## src/rtl/word_narrow_pkg.sv

```systemverilog
// Shared definitions for the 16->8 word narrowing path: widths, mode codes,
// FSM state encoding and signed saturation bytes.
package word_narrow_pkg;

   localparam int IN_W_DEF  = 16;
   localparam int OUT_W_DEF = 8;

   localparam logic [1:0] MODE_TRUNC = 2'b00;
   localparam logic [1:0] MODE_SAT   = 2'b01;
   localparam logic [1:0] MODE_SPLIT = 2'b10;

   localparam logic [7:0] SAT_MAX = 8'h7F;
   localparam logic [7:0] SAT_MIN = 8'h80;

   typedef enum logic [1:0] {
      IDLE    = 2'd0,
      SEND_LO = 2'd1,
      SEND_HI = 2'd2
   } state_e;

endpackage

```

## src/rtl/narrow_fit_check.sv

```systemverilog
// Decides whether a word survives narrowing to a signed byte, and supplies
// the clamped byte to use when it does not.
module narrow_fit_check
   import word_narrow_pkg::*;
#(
   parameter int IN_W  = IN_W_DEF,
   parameter int OUT_W = OUT_W_DEF
) (
   input  logic [IN_W-1:0]  word,
   output logic             fits,
   output logic [OUT_W-1:0] sat_byte
);

   // The upper half must be a pure copy of the byte's sign bit.
   assign fits     = (word[IN_W-1:OUT_W] == {(IN_W-OUT_W){word[OUT_W-1]}});
   assign sat_byte = word[IN_W-1] ? SAT_MIN : SAT_MAX;

endmodule

```

## src/rtl/word_narrow_unit.sv

```systemverilog
// Narrows one 16-bit word per handshake into one or two output bytes, with
// overflow flagging and a saturating overflow counter.
//
//   state   | meaning
//   --------+-----------------------------------------------
//   IDLE    | ready for a word, no byte on the output
//   SEND_LO | first (or only) byte presented, waiting for out_ready
//   SEND_HI | split mode high byte presented, waiting for out_ready
module word_narrow_unit
   import word_narrow_pkg::*;
#(
   parameter int IN_W  = IN_W_DEF,
   parameter int OUT_W = OUT_W_DEF
) (
   input  logic             CLK,
   input  logic             RST,
   input  logic             in_valid,
   output logic             in_ready,
   input  logic [IN_W-1:0]  in_data,
   input  logic [1:0]       in_mode,
   output logic             out_valid,
   input  logic             out_ready,
   output logic [OUT_W-1:0] out_data,
   output logic             out_last,
   output logic             out_ovf,
   input  logic             clr_count,
   output logic [7:0]       ovf_count
);

   state_e           state;
   logic             split_q;
   logic [OUT_W-1:0] hi_byte;
   logic             fits;
   logic [OUT_W-1:0] sat_byte;
   logic             byte_taken;

   narrow_fit_check #(
      .IN_W  (IN_W),
      .OUT_W (OUT_W)
   ) u_fit (
      .word     (in_data),
      .fits     (fits),
      .sat_byte (sat_byte)
   );

   assign byte_taken = out_valid && out_ready;

   always_ff @(posedge CLK) begin
      if (RST) begin
         state     <= IDLE;
         in_ready  <= 1'b1;
         out_valid <= 1'b0;
         out_data  <= '0;
         out_last  <= 1'b0;
         out_ovf   <= 1'b0;
         split_q   <= 1'b0;
         hi_byte   <= '0;
      end else begin
         case (state)
            IDLE: begin
               if (in_valid) begin
                  state     <= SEND_LO;
                  in_ready  <= 1'b0;
                  out_valid <= 1'b1;
                  hi_byte   <= in_data[IN_W-1:OUT_W];
                  case (in_mode)
                     MODE_SAT: begin
                        out_data <= fits ? in_data[OUT_W-1:0] : sat_byte;
                        out_ovf  <= !fits;
                        out_last <= 1'b1;
                        split_q  <= 1'b0;
                     end
                     MODE_SPLIT: begin
                        out_data <= in_data[OUT_W-1:0];
                        out_ovf  <= 1'b0;
                        out_last <= 1'b0;
                        split_q  <= 1'b1;
                     end
                     // Reserved code narrows exactly like truncate.
                     default: begin
                        out_data <= in_data[OUT_W-1:0];
                        out_ovf  <= !fits;
                        out_last <= 1'b1;
                        split_q  <= 1'b0;
                     end
                  endcase
               end
            end
            SEND_LO: begin
               if (out_ready) begin
                  if (split_q) begin
                     state    <= SEND_HI;
                     out_data <= hi_byte;
                     out_last <= 1'b1;
                     out_ovf  <= 1'b0;
                  end else begin
                     state     <= IDLE;
                     out_valid <= 1'b0;
                     in_ready  <= 1'b1;
                  end
               end
            end
            SEND_HI: begin
               if (out_ready) begin
                  state     <= IDLE;
                  out_valid <= 1'b0;
                  in_ready  <= 1'b1;
               end
            end
            default: begin
               state     <= IDLE;
               out_valid <= 1'b0;
               in_ready  <= 1'b1;
            end
         endcase
      end
   end

   // Clear wins over a same-cycle overflow handshake.
   always_ff @(posedge CLK) begin
      if (RST || clr_count) begin
         ovf_count <= 8'd0;
      end else if (byte_taken && out_ovf && (ovf_count != 8'hFF)) begin
         ovf_count <= ovf_count + 8'd1;
      end
   end

endmodule

```

## config.mk

```make
export PLATFORM = sky130hd
export DESIGN_NAME = word_narrow_unit
export DESIGN_NICKNAME = d
export VERILOG_FILES = /design/src/rtl/word_narrow_pkg.sv /design/src/rtl/narrow_fit_check.sv /design/src/rtl/word_narrow_unit.sv
export SDC_FILE = /design/constraint.sdc
export NUM_CORES = 1
export LEC_CHECK = 0
export ABC_AREA = 0
export CAP_MARGIN = 20
export CORE_MARGIN = 2
export CORE_UTILIZATION = 50
export DETAILED_ROUTE_END_ITERATION = 8
export HOLD_SLACK_MARGIN = 0.02
export PLACE_DENSITY = 0.89
export SLEW_MARGIN = 5
export SYNTH_ARGS = -nofsm -noshare
export SYNTH_HDL_FRONTEND = slang
export SYNTH_SLANG_ARGS = --single-unit
```

## constraint.sdc

```tcl
create_clock -name CLK -period 2.8 [get_ports CLK]
set_input_delay 0.42 -clock CLK [delete_from_list [all_inputs] [get_ports CLK]]
set_output_delay 0.42 -clock CLK [all_outputs]
set_load 0.02 [all_outputs]
```

== After elaboration in Yosys (flattened, before gate mapping) ==
Cells that the tools add are included.
Widths: inputs -> output; s select.
Cells by class
  add/sub/neg operators: 1
  equality and inequality tests: 11
  muxes and demuxes: 33
  reductions and logical operators: 11
Operator list (count)
  $mux 8: 6
  $mux 1: 17
  $pmux 8 s2: 1
  $ne 2x2->1 const B: 5
  $add 8x1->8 const B: 1
  $eq 8x8->1: 1
  $mux 2: 4
  $ne 8x8->1 const B: 1
  $reduce_and 4->1: 2
  $pmux 1 s3: 2
  $pmux 2 s3: 1
  $eq 2x1->1 const B: 2
  $eq 2x2->1 const B: 2
  $pmux 1 s2: 2
  $logic_and 1x1->1: 3
  $reduce_and 3->1: 1
  $logic_not 2->1: 1
  $reduce_and 2->1: 1
  $reduce_bool 2->1: 1
  $logic_not 1->1: 1
  $logic_or 1x1->1: 1
Word-level totals
  register bits after elaboration: 31
  output and inout bits: 20
  word-level logic and storage cells: 65

== Logic depth before layout (Yosys ltp) ==
  word-level depth: 5
  depth in mapped cells: 6
  gate-level depth less buffers: 5

== By module ==
Synthesis repeated with hierarchy kept, for this count alone.
Unflattened totals
  cells, all modules: 188
  area, all modules: 1495.2 sq um
By module, submodules not included
  word_narrow_unit: instances 1, cells an instance 172, area each 1396.3 sq um
  narrow_fit_check: instances 1, cells an instance 16, area each 98.8 sq um

== Worst setup path after synthesis ==
No wires, ideal clock.
  path type: input to register
  start: input port in_data[15]
  end: register out_data[7]
  arrival time: 1656 ps
  data required time: 2680 ps
  path slack: 1024 ps
  stages: 4
  path buffers: 0
  path through: or4_4 -> nor4_4 -> nor4b_1 -> a211o_1
Between the ends
  longest elaborated chain between the ends: 5
  elaborated cells on any way between the ends: 6
  classes of those cells: eq/ne (1); mux (5)
RTL lines
  start, declared: RTL line word_narrow_unit.sv:19  | input logic [IN_W-1:0] in_data,
  $eq 8x8->1 or $mux 8 (tied branches): RTL line narrow_fit_check.sv:15, narrow_fit_check.sv:16
  $mux 8 (*): RTL line word_narrow_unit.sv:68  | out_data <= fits ? in_data[OUT_W-1:0] : sat_byte;
  $mux 8 (*): RTL line word_narrow_unit.sv:66  | case (in_mode)
  $mux 8 (*): RTL line word_narrow_unit.sv:61  | if (in_valid) begin
  $pmux 8 s2 (*): RTL line word_narrow_unit.sv:59  | case (state)
  end signal, assigned: RTL line word_narrow_unit.sv:68
  end signal, assigned: RTL line word_narrow_unit.sv:74  | out_data <= in_data[OUT_W-1:0];
  end signal, assigned: RTL line word_narrow_unit.sv:81  | out_data <= in_data[OUT_W-1:0];
  end, declared: RTL line word_narrow_unit.sv:23  | output logic [OUT_W-1:0] out_data,
Mark *: on every way between the ends. The rest lies on a longest branch, timed or not. The select of a mux whose other input is x is not followed.
A chain may end at the register's enable or synchronous reset.

== Worst setup path in the final report ==
  start: register state[0]
  end: register out_data[7]
Between the ends
  longest elaborated chain between the ends: 3
  elaborated cells on any way between the ends: 8
  classes of those cells: eq/ne (4); mux (1); reduce/logical (3)
RTL lines
  start, declared: RTL line word_narrow_unit.sv:30  | state_e state;
  start signal, assigned: RTL line word_narrow_unit.sv:50  | state <= IDLE;
  start signal, assigned: RTL line word_narrow_unit.sv:62  | state <= SEND_LO;
  start signal, assigned: RTL line word_narrow_unit.sv:92  | state <= SEND_HI;
  $eq 2x1->1 or $logic_not 2->1 (tied branches): RTL line word_narrow_unit.sv:59
  $ne 2x2->1 (no line) or $reduce_bool 2->1 (tied branches)
  $reduce_and 4->1 (no line)
Several ways; a longest one is shown, not always the timed one.

==> summary.txt <==
Power and ir drop
  • Worst IR Drop VDD: 0.000277 V
  • Pwr/cell area: 437 nW/um^2
  • Standby leakage power: between 0.7 and 0.8 nW

Timing
  • Final hold viol count: 0
  • Crit path time final: 2.17 ns
  • Setup violators final: 0
  • Clock Skew: 0.00525 ns
  • Final period util: 77.4%
  • Fmax achieved: 461 MHz
  • Slew HR: 63.3%
  • Worst Tran Pin Value: 0.550 ns
  • Unrepaired setup endpoints after global routing: no
  • Setup Total Neg Slack: 0 ns
  • Hold slack: just under 0.5 ns
  • Max-slew violation total from the final report: 0

Clock network
  • Clk Latency, worst-skew pair: around 0.34 ns
  • CTS tree: done
  • Hold_buf cts: 0
  • Clock tree root buffer cell: clkbuf_4
  • TritonCTS buffer count: 5
  • Postcts setup bufs: 0
  • Clk slew on worst S/H paths: 0.09 ns
  • CTS Sinks: 31
  • Max H-tree Level: 2
  • Cts repair resizes: 0
  • Clk buf depth: 2

Floorplan
  • Rows: 20
  • Die width: 60.8 um
  • Initial core utilization: 52.9%
  • Core area: 3050 um^2
  • # IOs: 43
  • DIE AREA: roughly 3700 um^2
  • Die Y: 60.8 um

Route
  • Via count: 1739
  • Vias per cell: 6.12
  • DRC viols: 0
  • First-pass detailed-route iteration total: 4
  • Routed WL per cell: 14.5 um
  • WL final: 4120 um
  • ANT nets after route: 0
  • DRT iter0 DRCs: 101

Placement
  • Final HPWL DP: between 3000 and 4000 um
  • Area after DPL: 2080 um^2
  • Port buffer count: 42
  • Final RePlAce weighted congestion: 0.838

Finish
  • Post-Layout Inst Area: between 2000 and 2500 um^2
  • Area delta synth->final: 32.1%
  • Register area: around 620 um^2
  • Share of post-route cells with drive strength above 1: around 7.1%
  • Fill cell count: 274
  • Multi-input gate area: 886 um^2
  • Diode count: 0
  • Final net count: 263

Yosys
  • Post-synth top area cell: dfxtp_1
  • Ys async rst share: 0%
  • Post-synthesis sequential area ratio: 38.4%
  • Syn_nets: 222
  • Synth warnings: 0
  • Area contributors post-synth: dfxtp_1, o21ai_0, a221oi_1
  • Cells after synthesis: 198
  • Synth Cell Area: 1620 um^2
  • Top-area cell type share of the netlist area: 38.4%
  • Synth unique cells: 44
  • Most common cell in the netlist: dfxtp_1
  • Average cell area after synthesis: 8.16 um^2
  • EDFF count, synth: 0
  • Synth cell count leaders: dfxtp_1, o21ai_0, nand2_1
  • Seq cells post-synth: 31
  • Predominant post-synthesis flop cell: dfxtp_1

Setup path
  • Crit start category: flip-flop
  • CP Capture Type: flip-flop
  • Worst Path Arrival: 2.45 ns
  • Required time of the critical path: 3.08 ns
  • R2r startpoint: state[0]
  • Setup CP Type: reg -> reg
  • Critical path origin: state[0]
  • Critical path fanouts, max: 15

Job
  • Max Cap Violations: 0

Global routing
  • Initial antenna violation count: 0
  • First-pass GRT wire length: 6820 um
  • GRT Total Usage: about a quarter
  • Remaining global-route overflow: 0
  • Number of global-route vias before repair: 1519
  • Pin count of the biggest net entering global routing: 19

Min path
  • Worst Hold Class: reg -> reg
  • Worst Hold Launch: out_last

Outcome
  • Status: finished clean
sequential cells by signal, indices dropped and copies added (netlist names):
name       count
state          2
in_ready       1
ovf_count      8
out_data       8
split_q        1
out_last       1
hi_byte        8
out_valid      1
out_ovf        1
where the power goes:
| part | internal, mW | switching, mW | leakage (nW) |
|---|---|---|---|
| clock network | 0.0977 | 0.155 | 0.0293 |
| logic | 0.0938 | 0.0980 | 0.488 |
| registers | 0.467 | 0.0212 | 0.254 |
| total | 0.659 | 0.274 | 0.771 |
final cells by class:
cell class / count / share of cell area (%)
inverter: 15 / 2.64
tap: 44 / 2.58
timing repair buffer: 48 / 21.8
clock inverter: 1 / 0.235
clock buffer: 7 / 2.11
multi-input combinational: 138 / 41.5
sequential: 31 / 29.1
stage by stage:
step | setup WS, ns | std cells | util, % | power (mW)
detailed placement | 0.377 | 276 | 68.2 | 0.688
CTS | 0.669 | 284 | 69.9 | 0.938
finish | 0.631 | 284 | 69.9 | 0.933
global route | 0.427 | 284 | 69.9 | 0.979
global placement | 0.418 | 276 | 68.2 | 0.686
floorplan | 1.02 | 198 | - | 0.595
kinds of logic (layout without fill, tap and decap cells):
kind of cell | count (synthesis) | after routing | synth area share (%)
buf+inv | 29 | 71 | 6.74
mux | 3 | 3 | 1.86
flops | 31 | 31 | 38.4
simple gates | 66 | 66 | 22.7
compound gates | 64 | 64 | 27.3
fa+ha+maj | 1 | 1 | 0.774
xor+xnor | 4 | 4 | 2.17
layout by cell type (no fill, tap or decap), types with 2 or more instances in the layout:
cell type | Yosys | layout
nor2b_1 | 3 | 3
nand3_1 | 9 | 9
nor3_1 | 2 | 2
clkdlybuf4s50_1 | 0 | 42
a221oi_1 | 8 | 8
nand2b_1 | 3 | 3
dfxtp_1 | 31 | 31
xor2_1 | 3 | 3
and2_1 | 3 | 3
clkbuf_1 | 12 | 2
mux2i_1 | 3 | 3
a21oi_1 | 11 | 11
a21o_1 | 2 | 2
o311ai_0 | 7 | 7
nor4_1 | 2 | 2
buf_4 | 0 | 6
o21ai_0 | 17 | 17
inv_1 | 14 | 14
or3_1 | 3 | 3
clkbuf_4 | 0 | 5
nand2_1 | 16 | 16
nand4_1 | 5 | 5
nor2_1 | 10 | 10
or2_2 | 2 | 2
o211ai_1 | 8 | 8
a31oi_1 | 2 | 2
per-layer routing:
layer  GRT usage, %  share of wire [%]  vias to the layer above
met2           39.5                 45                       94
met4           9.63                1.6                        0
li1               -                  -                      817
met1           32.8                 45                      819
met3           6.82                8.4                        9
met5              0                  0                        -
final timing paths:
check / cells past startpoint / to / slack, ns
max reg2reg: 5 / out_data[7] / 0.63
min reg2reg: 2 / out_last / 0.48
min: 2 / out_last / 0.48
max: 5 / out_data[7] / 0.63
worst max-delay path, stage by stage (launching register included):
cell,delay (ns)
dfxtp_1,0.63
nand3_1,0.36
buf_4,0.26
a2111oi_0,0.44
nor4b_1,0.29
a211o_1,0.14
No activity file was read; power rests on OpenSTA's default activity.
